File: config.mk
export PLATFORM = sky130hd
export DESIGN_NAME = dadda_mac_accum_flat
export DESIGN_NICKNAME = d
export VERILOG_FILES = /design/src/rtl/dadda_mac_accum_if.sv /design/src/rtl/dadda_mac_accum.sv /design/src/flat_wrapper.sv
export SDC_FILE = /design/constraint.sdc
export NUM_CORES = 1
export LEC_CHECK = 0
export BUFFER_PORTS_ARGS = -buffer_cell sky130_fd_sc_hd__buf_2
export CORE_MARGIN = 10
export CORE_UTILIZATION = 40
export DETAILED_ROUTE_END_ITERATION = 10
export SLEW_MARGIN = 10
export SYNTH_ARGS = -nofsm -noshare
export SYNTH_HDL_FRONTEND = slang
export SYNTH_SLANG_ARGS = --single-unit
export TNS_END_PERCENT = 5
File: constraint.sdc
create_clock -name clk -period 3.8 [get_ports clk]
set_input_delay 0.38 -clock clk [delete_from_list [all_inputs] [get_ports clk]]
set_output_delay 0.38 -clock clk [all_outputs]
set_load 0.1 [all_outputs]
File: src/rtl/dadda_mac_accum_if.sv
// Handshake bundle between the Dadda multiplier, the accumulation stage and its consumer.
// The slave modport is the accumulator side; master is the producer/consumer side.
interface dadda_mac_accum_if #(
    parameter int ACC_W = 24
);
    logic             in_valid;
    logic             in_ready;
    logic [15:0]      product;
    logic             out_valid;
    logic             out_ready;
    logic [ACC_W-1:0] acc_out;
    logic             ovf;

    modport master (
        output in_valid, product, out_ready,
        input  in_ready, out_valid, acc_out, ovf
    );

    modport slave (
        input  in_valid, product, out_ready,
        output in_ready, out_valid, acc_out, ovf
    );
endinterface

File: src/rtl/dadda_mac_accum.sv
// Accumulates N_TERMS 16-bit unsigned products into an ACC_W-bit dot-product result.
// Define ACC_SAT_EN to saturate on overflow; otherwise the accumulator wraps.
module dadda_mac_accum #(
    parameter int ACC_W   = 24,
    parameter int N_TERMS = 8
) (
    input  logic             clk,
    input  logic             rst_n,
    input  logic             clear,
    dadda_mac_accum_if.slave bus
);
    typedef enum logic [1:0] {IDLE, ACCUM, DONE} state_t;

    localparam logic [7:0] LAST_CNT = 8'(N_TERMS - 1);
    localparam bit         SINGLE   = (N_TERMS == 1);

    state_t           state;
    state_t           state_nxt;
    logic [7:0]       cnt;
    logic [ACC_W-1:0] acc;
    logic             ovf_r;
    logic             accept;
    logic             last;
    logic [ACC_W:0]   sum;
    logic             carry;
    logic [ACC_W-1:0] acc_add;

    // clear blocks the transfer even though in_ready still reads 1
    assign accept = bus.in_valid && (state != DONE) && !clear;
    assign last   = (cnt == LAST_CNT);
    assign sum    = {1'b0, acc} + (ACC_W+1)'(bus.product);
    assign carry  = sum[ACC_W];

`ifdef ACC_SAT_EN
    assign acc_add = carry ? '1 : sum[ACC_W-1:0];
`else
    assign acc_add = sum[ACC_W-1:0];
`endif

    always_ff @(posedge clk or negedge rst_n) begin
        if (!rst_n) begin
            state <= IDLE;
        end else begin
            state <= state_nxt;
        end
    end

    always_comb begin
        state_nxt = state;
        if (clear) begin
            state_nxt = IDLE;
        end else begin
            case (state)
                IDLE:    if (accept) state_nxt = SINGLE ? DONE : ACCUM;
                ACCUM:   if (accept && last) state_nxt = DONE;
                DONE:    if (bus.out_ready) state_nxt = IDLE;
                default: state_nxt = IDLE;
            endcase
        end
    end

    always_comb begin
        bus.in_ready  = (state != DONE);
        bus.out_valid = (state == DONE);
    end

    always_ff @(posedge clk or negedge rst_n) begin
        if (!rst_n) begin
            acc   <= '0;
            cnt   <= '0;
            ovf_r <= 1'b0;
        end else if (clear) begin
            acc   <= '0;
            cnt   <= '0;
            ovf_r <= 1'b0;
        end else begin
            case (state)
                IDLE: begin
                    if (accept) begin
                        acc   <= ACC_W'(bus.product);
                        ovf_r <= 1'b0;
                        cnt   <= 8'd1;
                    end
                end
                ACCUM: begin
                    if (accept) begin
                        acc   <= acc_add;
                        ovf_r <= ovf_r | carry;
                        cnt   <= cnt + 8'd1;
                    end
                end
                DONE: begin
                    if (bus.out_ready) cnt <= '0;
                end
                default: begin
                    cnt <= '0;
                end
            endcase
        end
    end

    assign bus.acc_out = acc;
    assign bus.ovf     = ovf_r;
endmodule

File: src/flat_wrapper.sv
// flat-port wrapper written by rule: the top's interface ports become plain ports
module dadda_mac_accum_flat 
#(
    parameter int ACC_W   = 24,
    parameter int N_TERMS = 8
)
  (clk, rst_n, clear, bus_in_valid, bus_product, bus_out_ready, bus_in_ready, bus_out_valid, bus_acc_out, bus_ovf);
  dadda_mac_accum_if #(.ACC_W(ACC_W)) bus_i ();
  input  logic clk;
  input  logic rst_n;
  input  logic clear;
  input wire logic [$bits(bus_i.in_valid)-1:0] bus_in_valid;
  input wire logic [$bits(bus_i.product)-1:0] bus_product;
  input wire logic [$bits(bus_i.out_ready)-1:0] bus_out_ready;
  output wire logic [$bits(bus_i.in_ready)-1:0] bus_in_ready;
  output wire logic [$bits(bus_i.out_valid)-1:0] bus_out_valid;
  output wire logic [$bits(bus_i.acc_out)-1:0] bus_acc_out;
  output wire logic [$bits(bus_i.ovf)-1:0] bus_ovf;
  assign bus_i.in_valid = bus_in_valid;
  assign bus_i.product = bus_product;
  assign bus_i.out_ready = bus_out_ready;
  assign bus_in_ready = bus_i.in_ready;
  assign bus_out_valid = bus_i.out_valid;
  assign bus_acc_out = bus_i.acc_out;
  assign bus_ovf = bus_i.ovf;
  dadda_mac_accum #(.ACC_W(ACC_W), .N_TERMS(N_TERMS)) u_core (.clk(clk), .rst_n(rst_n), .clear(clear), .bus(bus_i));
endmodule
==> run_results.csv, run 1 <==
group,metric,value,unit
cts,cts_htree_levels,2,
timing,worst_slack,1.43,ns
logic_synthesis,yosysSeqAreaShare,34.4,%
cts,clock_latency,0.30,ns
cts,cts_buffers,5,
timing,setup-tns-final,0,ns
route,vias,2440,
setup_path,cp.arrival,2.56,ns
timing,setup_violations,0,
placement,dp_hpwl,5210,um
global_routing,global_route.usage.total,14.0,%
global_routing,grt_max_degree,36,
logic_synthesis,synthCells,309,
timing,max_slew_margin,45.5,%
cts,cts_resized,0,
placement,gp_congestion,0.858,
route,avgRoutedWirePerCell,15.8,um
route,top_layer_used,"met4",
power_and_ir_drop,power_density,393,nW/um2
finish,fin_nets,395,
route,drt-met1-wl,3220,um
logic_synthesis,synth_edf_count,0,
timing,hold_viol,0,
global_routing,grt_pass1_wl,11700,um
setup_path,end_kind,"register",
timing,slew_viol_final,0,
floorplanning,die_y,99.8,um
setup_path,startpoint_type,"register",
logic_synthesis,dominantRegCellSynth,"dfrtp_1",
global_routing,antenna_found_initial,0,
logic_synthesis,synth_nets,348,
floorplanning,die_width,99.8,um
global_routing,first_global_vias,2436,
route,avgViaCountPerCell,5.62,
timing,period_share,62.3,%
timing,tightest_slew,0.817,ns
timing,finalCriticalPeriod,2.37,ns
job,maxCapViolCount,0,
power_and_ir_drop,cellLeakagePower,1.40,nW
route,first_pass_iters,4,
floorplanning,rows,29,
timing,max_freq,423,MHz
global_routing,grt-ovfl-total,0,
route,drt-initial-drc-count,93,
timing,rsz0062_at_grt,"no",
logic_synthesis,syn_area_per_cell,8.24,um2
finish,syn_to_final_growth,15.6,%
cts,holdBufCountCts,0,
route,wl_met2,3210,um
finish,drive_gt1_share,17.9,%
logic_synthesis,netlist_area,2540,um2
logic_synthesis,yosysWarnings,0,
route,wirelength,6860,um
finish,diodes,0,
route,drc,0,
cts,clk_pin_slew_worst_paths,0.09,ns
power_and_ir_drop,ir_drop,0.177,mV
placement,io_buffers,47,
cts,clock_sinks,35,
floorplanning,die_area,9950,um2
cts,cts_setup_buffers,0,
route,ant_nets,0,
placement,place_area,2850,um2
finish,post-route-cell-area,2940,um2
min_path,hold_path.class,"primary input to async pin",
timing,fin_skew,0.0123,ns
setup_path,crit_type,"register to register",
cts,cts_tree,"done",
run_status,status,"finished, final reports clean",
logic_synthesis,async_flop_share,100,%
route,wl_met3,357,um
placement,pre_cts_ws,1.33,ns
floorplanning,ios,48,
setup_path,path_max_fanout,6,
floorplanning,coreArea,6280,um2
cts,cts.path.max_buffers,2,
logic_synthesis,ys_ff_latch,35,
logic_synthesis,synthDistinctLibCells,45,
setup_path,cp.required,4.00,ns
floorplanning,initial_core_util,40.5,%
cts,root_buffer,"clkbuf_8",
kinds of logic (layout without fill, tap and decap cells):
kind of cell | Yosys count | in the layout | synth area share [%]
DFF | 35 | 35 | 34.4
muxes | 4 | 4 | 1.67
adders and majority gates | 18 | 18 | 9.14
AOI/OAI and AO/OA | 109 | 109 | 27.0
xor gates and xnor gates | 13 | 13 | 4.47
buffers and inverters | 16 | 64 | 2.51
and+or+nand+nor | 114 | 114 | 20.7
flip-flops by register name, summed over array words and instances, names as in the netlist:
name / count
u_core.bus.acc_out: 24
u_core.cnt: 8
u_core.state: 2
u_core.bus.ovf: 1
synth_stat cells (all sizes together) (3+ instances only):
master / instances / share of area [%]
nand2: 47 / 6.9
o21ai: 36 / 7.1
dfrtp: 35 / 34
a21oi: 27 / 5.3
nor2: 26 / 3.8
ha: 17 / 8.4
xnor2: 12 / 4.1
nand2b: 10 / 2.6
a31oi: 9 / 2.5
nand3: 8 / 1.6
inv: 7 / 1.0
o211ai: 7 / 2.3
o221ai: 7 / 2.4
and3: 5 / 1.2
clkbuf: 5 / 0.74
o21bai: 5 / 1.5
buf: 4 / 0.74
nand4: 4 / 0.98
or3: 4 / 0.98
a21o: 3 / 0.88
a22o: 3 / 1.0
worst paths after layout:
path,start,end,slack [ns],cells past startpoint
hold / removal,rst_n,u_core.bus.acc_out[12],0.16,1
setup reg to reg,u_core.bus.acc_out[0],u_core.bus.acc_out[22],1.43,9
hold reg to reg,u_core.bus.acc_out[7],u_core.bus.acc_out[7],0.50,2
setup / recovery,u_core.bus.acc_out[0],u_core.bus.acc_out[22],1.43,9
max in group asynchronous,rst_n,u_core.bus.acc_out[17],3.10,1
min in group clk,clear,u_core.state[1],0.33,2
per-stage QoR:
step	util [%]	total power, mW	std cells	hold WS, ns
2_1_floorplan	-	0.783	309	0.0844
3_3_place_gp	45.5	0.881	426	0.485
3_5_place_dp	45.5	0.883	426	0.485
4_1_cts	46.9	1.17	434	0.213
5_1_grt	46.9	1.23	434	0.241
6_report	46.9	1.16	434	0.160
placed cells by master (no fill, tap or decap), types with 2 or more instances in the layout:
| cell | instances |
|---|---|
| nor3_1 | 2 |
| o221ai_1 | 7 |
| inv_1 | 7 |
| nand4_1 | 4 |
| nor2_1 | 26 |
| nand2b_1 | 9 |
| nor2b_1 | 2 |
| o21ai_0 | 36 |
| a211oi_1 | 2 |
| buf_4 | 2 |
| mux2i_1 | 2 |
| a22o_1 | 3 |
| a21o_1 | 3 |
| mux2_2 | 2 |
| and3_1 | 5 |
| o21bai_1 | 5 |
| nor4_1 | 2 |
| a41o_1 | 2 |
| buf_2 | 47 |
| dfrtp_1 | 35 |
| or3_1 | 4 |
| nand2_1 | 47 |
| a31oi_1 | 8 |
| clkbuf_8 | 5 |
| a22oi_1 | 2 |
| o211ai_1 | 6 |
| a21oi_1 | 27 |
| ha_1 | 17 |
| xnor2_1 | 12 |
| clkinvlp_4 | 2 |
| nand3_1 | 8 |
routing by layer:
layer	track usage, %	up-vias
li1	-	1238
met1	17.7	1164
met2	23.1	32
met3	3.53	6
met4	3.86	0
met5	0	-
power breakdown:
part,switching [mW],internal [mW]
registers,0.0269,0.395
logic,0.324,0.128
clock network,0.156,0.128
critical path, stage by stage, from the launching register on:
cell	delay (ns)
dfrtp_1	0.37
ha_1	0.19
inv_1	0.06
fa_1	0.39
nand2b_1	0.17
a21oi_1	0.22
o2111ai_1	0.24
nand3_1	0.29
a31oi_1	0.12
a41o_1	0.21
cell type report:
type,instances,area [um2]
clock buffers,5,68.8
repair buffers,49,250
clock inverters,3,20.0
multi-input cells,258,1610
flip-flops and latches,35,876
fillers,669,3330
inverters,7,26.3
well taps,77,96.3
No activity file was read; power rests on OpenSTA's default activity.
==> run 2: changes to the inputs <==
==> constraint.sdc (replaced) <==
create_clock -name clk -period 2.44 [get_ports clk]
set_input_delay 0.244 -clock clk [delete_from_list [all_inputs] [get_ports clk]]
set_output_delay 0.244 -clock clk [all_outputs]
set_load 0.1 [all_outputs]
==> run_results.csv, run 2 (same netlist as run 1, synthesis figures left out) <==
group,metric,value,unit
run_status,status,"finished, final reports clean",
power_and_ir_drop,p_int,1.03,mW
global_routing,first_global_vias,2497,
timing,period_share,92.5,%
route,avgRoutedWirePerCell,16.1,um
cts,cts_htree_levels,2,
timing,setup_violations,0,
power_and_ir_drop,ir_drop,0.316,mV
placement,placed_cells,433,
floorplanning,initial_core_util,40.5,%
floorplanning,rows,29,
global_routing,antenna_found_initial,0,
finish,diodes,0,
floorplanning,coreArea,6280,um2
finish,syn_to_final_growth,18.6,%
setup_path,path_max_fanout,3,
timing,max_freq,443,MHz
cts,cts_setup_buffers,0,
setup_path,end_kind,"register",
timing,rsz0062_at_grt,"no",
floorplanning,ios,48,
finish,drive_gt1_share,20.5,%
timing,hold_viol,0,
floorplanning,die_width,99.8,um
power_and_ir_drop,cellLeakagePower,1.44,nW
global_routing,grt_pass1_wl,12200,um
setup_path,startpoint_type,"register",
cts,clock_latency,0.30,ns
cts,clk_pin_slew_worst_paths,0.08,ns
finish,final_cell_mix,"nand2_1, buf_2, o21ai_0",
timing,max_slew_margin,60.5,%
cts,root_buffer,"clkbuf_8",
timing,slew_viol_final,0,
power_and_ir_drop,power,1.83,mW
setup_path,r2r-start,"u_core.bus.acc_out[0]",
route,avgViaCountPerCell,5.58,
job,maxCapViolCount,0,
power_and_ir_drop,clkPwrFrac,24.1,%
power_and_ir_drop,seqPwrFrac,35.6,%
route,vias,2466,
finish,final_cells,442,
route,ant_nets,0,
power_and_ir_drop,power_density,606,nW/um2
power_and_ir_drop,combPwrFrac,40.2,%
timing,worst_slack,0.183,ns
timing,tightest_slew,0.591,ns
global_routing,grt-ovfl-total,0,
finish,fill_cells,622,
global_routing,grt_max_degree,24,
timing,finalCriticalPeriod,2.26,ns
finish,utilization,48.1,%
floorplanning,die_area,9950,um2
finish,fin_nets,403,
cts,cts.path.max_buffers,2,
finish,largest_register_ffs,24,
setup_path,cp.required,2.62,ns
placement,pre_cts_ws,0.101,ns
setup_path,cp.arrival,2.44,ns
cts,cts_buffers,5,
placement,gp_congestion,0.847,
setup_path,crit_type,"register to register",
route,drc,0,
cts,cts_tree,"done",
placement,io_buffers,47,
min_path,hold_path.class,"primary input to register",
global_routing,global_route.usage.total,14.6,%
cts,clock_sinks,35,
placement,dp_hpwl,5440,um
timing,whs,0.184,ns
power_and_ir_drop,power.switching,799,uW
route,drt-initial-drc-count,97,
min_path,hp-start,"clear",
timing,fin_skew,0.00755,ns
route,wirelength,7100,um
setup_path,cp-startpoint,"u_core.bus.acc_out[0]",
route,first_pass_iters,4,
power_and_ir_drop,switching_share,43.7,%
floorplanning,die_y,99.8,um
## run 2: changes by cell type in the layout (fill, tap and decap cells not counted), sizes merged
cell	delta
buf	+7
clkbuf	+1
clkinvlp	-1
dlygate4sd3	+1
## run 2: timing repair
item	4_1_cts	5_1_grt
gates resized for setup	0	2
setup endpoints to repair	0	6
hold endpoints to repair	12	0
hold buffers	1	0
## run 2: area by class of cell
type,instances,area [um2],share of cell area (%)
clock buffer,6,72.6,2.40
clock inverter,2,12.5,0.415
inverter,7,26.3,0.871
multi-input combinational,258,1620,53.6
sequential,35,881,29.2
tap,77,96.3,3.19
timing repair buffer,57,313,10.4
## run 2: worst max-delay path: stages (launching register included)
cell	delay [ns]
dfrtp_4	0.42
ha_1	0.18
inv_1	0.06
fa_1	0.39
nand2b_1	0.19
a21oi_2	0.17
nor2b_1	0.08
o311ai_1	0.32
mux2i_1	0.22
o211ai_1	0.10
## run 2: power by group through the flow
stage	clock network [mW]	logic, mW	registers (mW)
after CTS	0.456	0.738	0.651
after floorplan	0	0.331	0.890
after detailed placement	0	0.734	0.662
final	0.441	0.736	0.651
after global routing	0.476	0.797	0.658
after global placement	0	0.730	0.661
## run 2: through the flow
step                      instance area (um2)  setup TNS (ns)
after floorplan                          2550          -0.237
after global placement                   2910               0
after detailed placement                 2910               0
after CTS                                3010               0
after global routing                     3020               0
final                                    3020               0
## run 2: final timing paths
path                                          end  depth (start not counted)  slack, ns
setup / recovery           u_core.bus.acc_out[14]                          9       0.18
hold / removal                    u_core.state[1]                          2       0.18
setup reg to reg           u_core.bus.acc_out[14]                          9       0.18
hold reg to reg                    u_core.bus.ovf                          2       0.49
max in group asynchronous         u_core.state[0]                          3       1.44
min in group asynchronous           u_core.cnt[7]                          2       0.38
## run 2: per-layer routing
metal	part of all wire (%)	track usage, %	routed length [um]	vias to the layer above
met5	0	0	0	-
met4	0.92	4.08	65	0
met3	5.0	3.53	355	6
met2	47	23.6	3330	52
met1	47	19.0	3360	1162
li1	-	-	-	1246
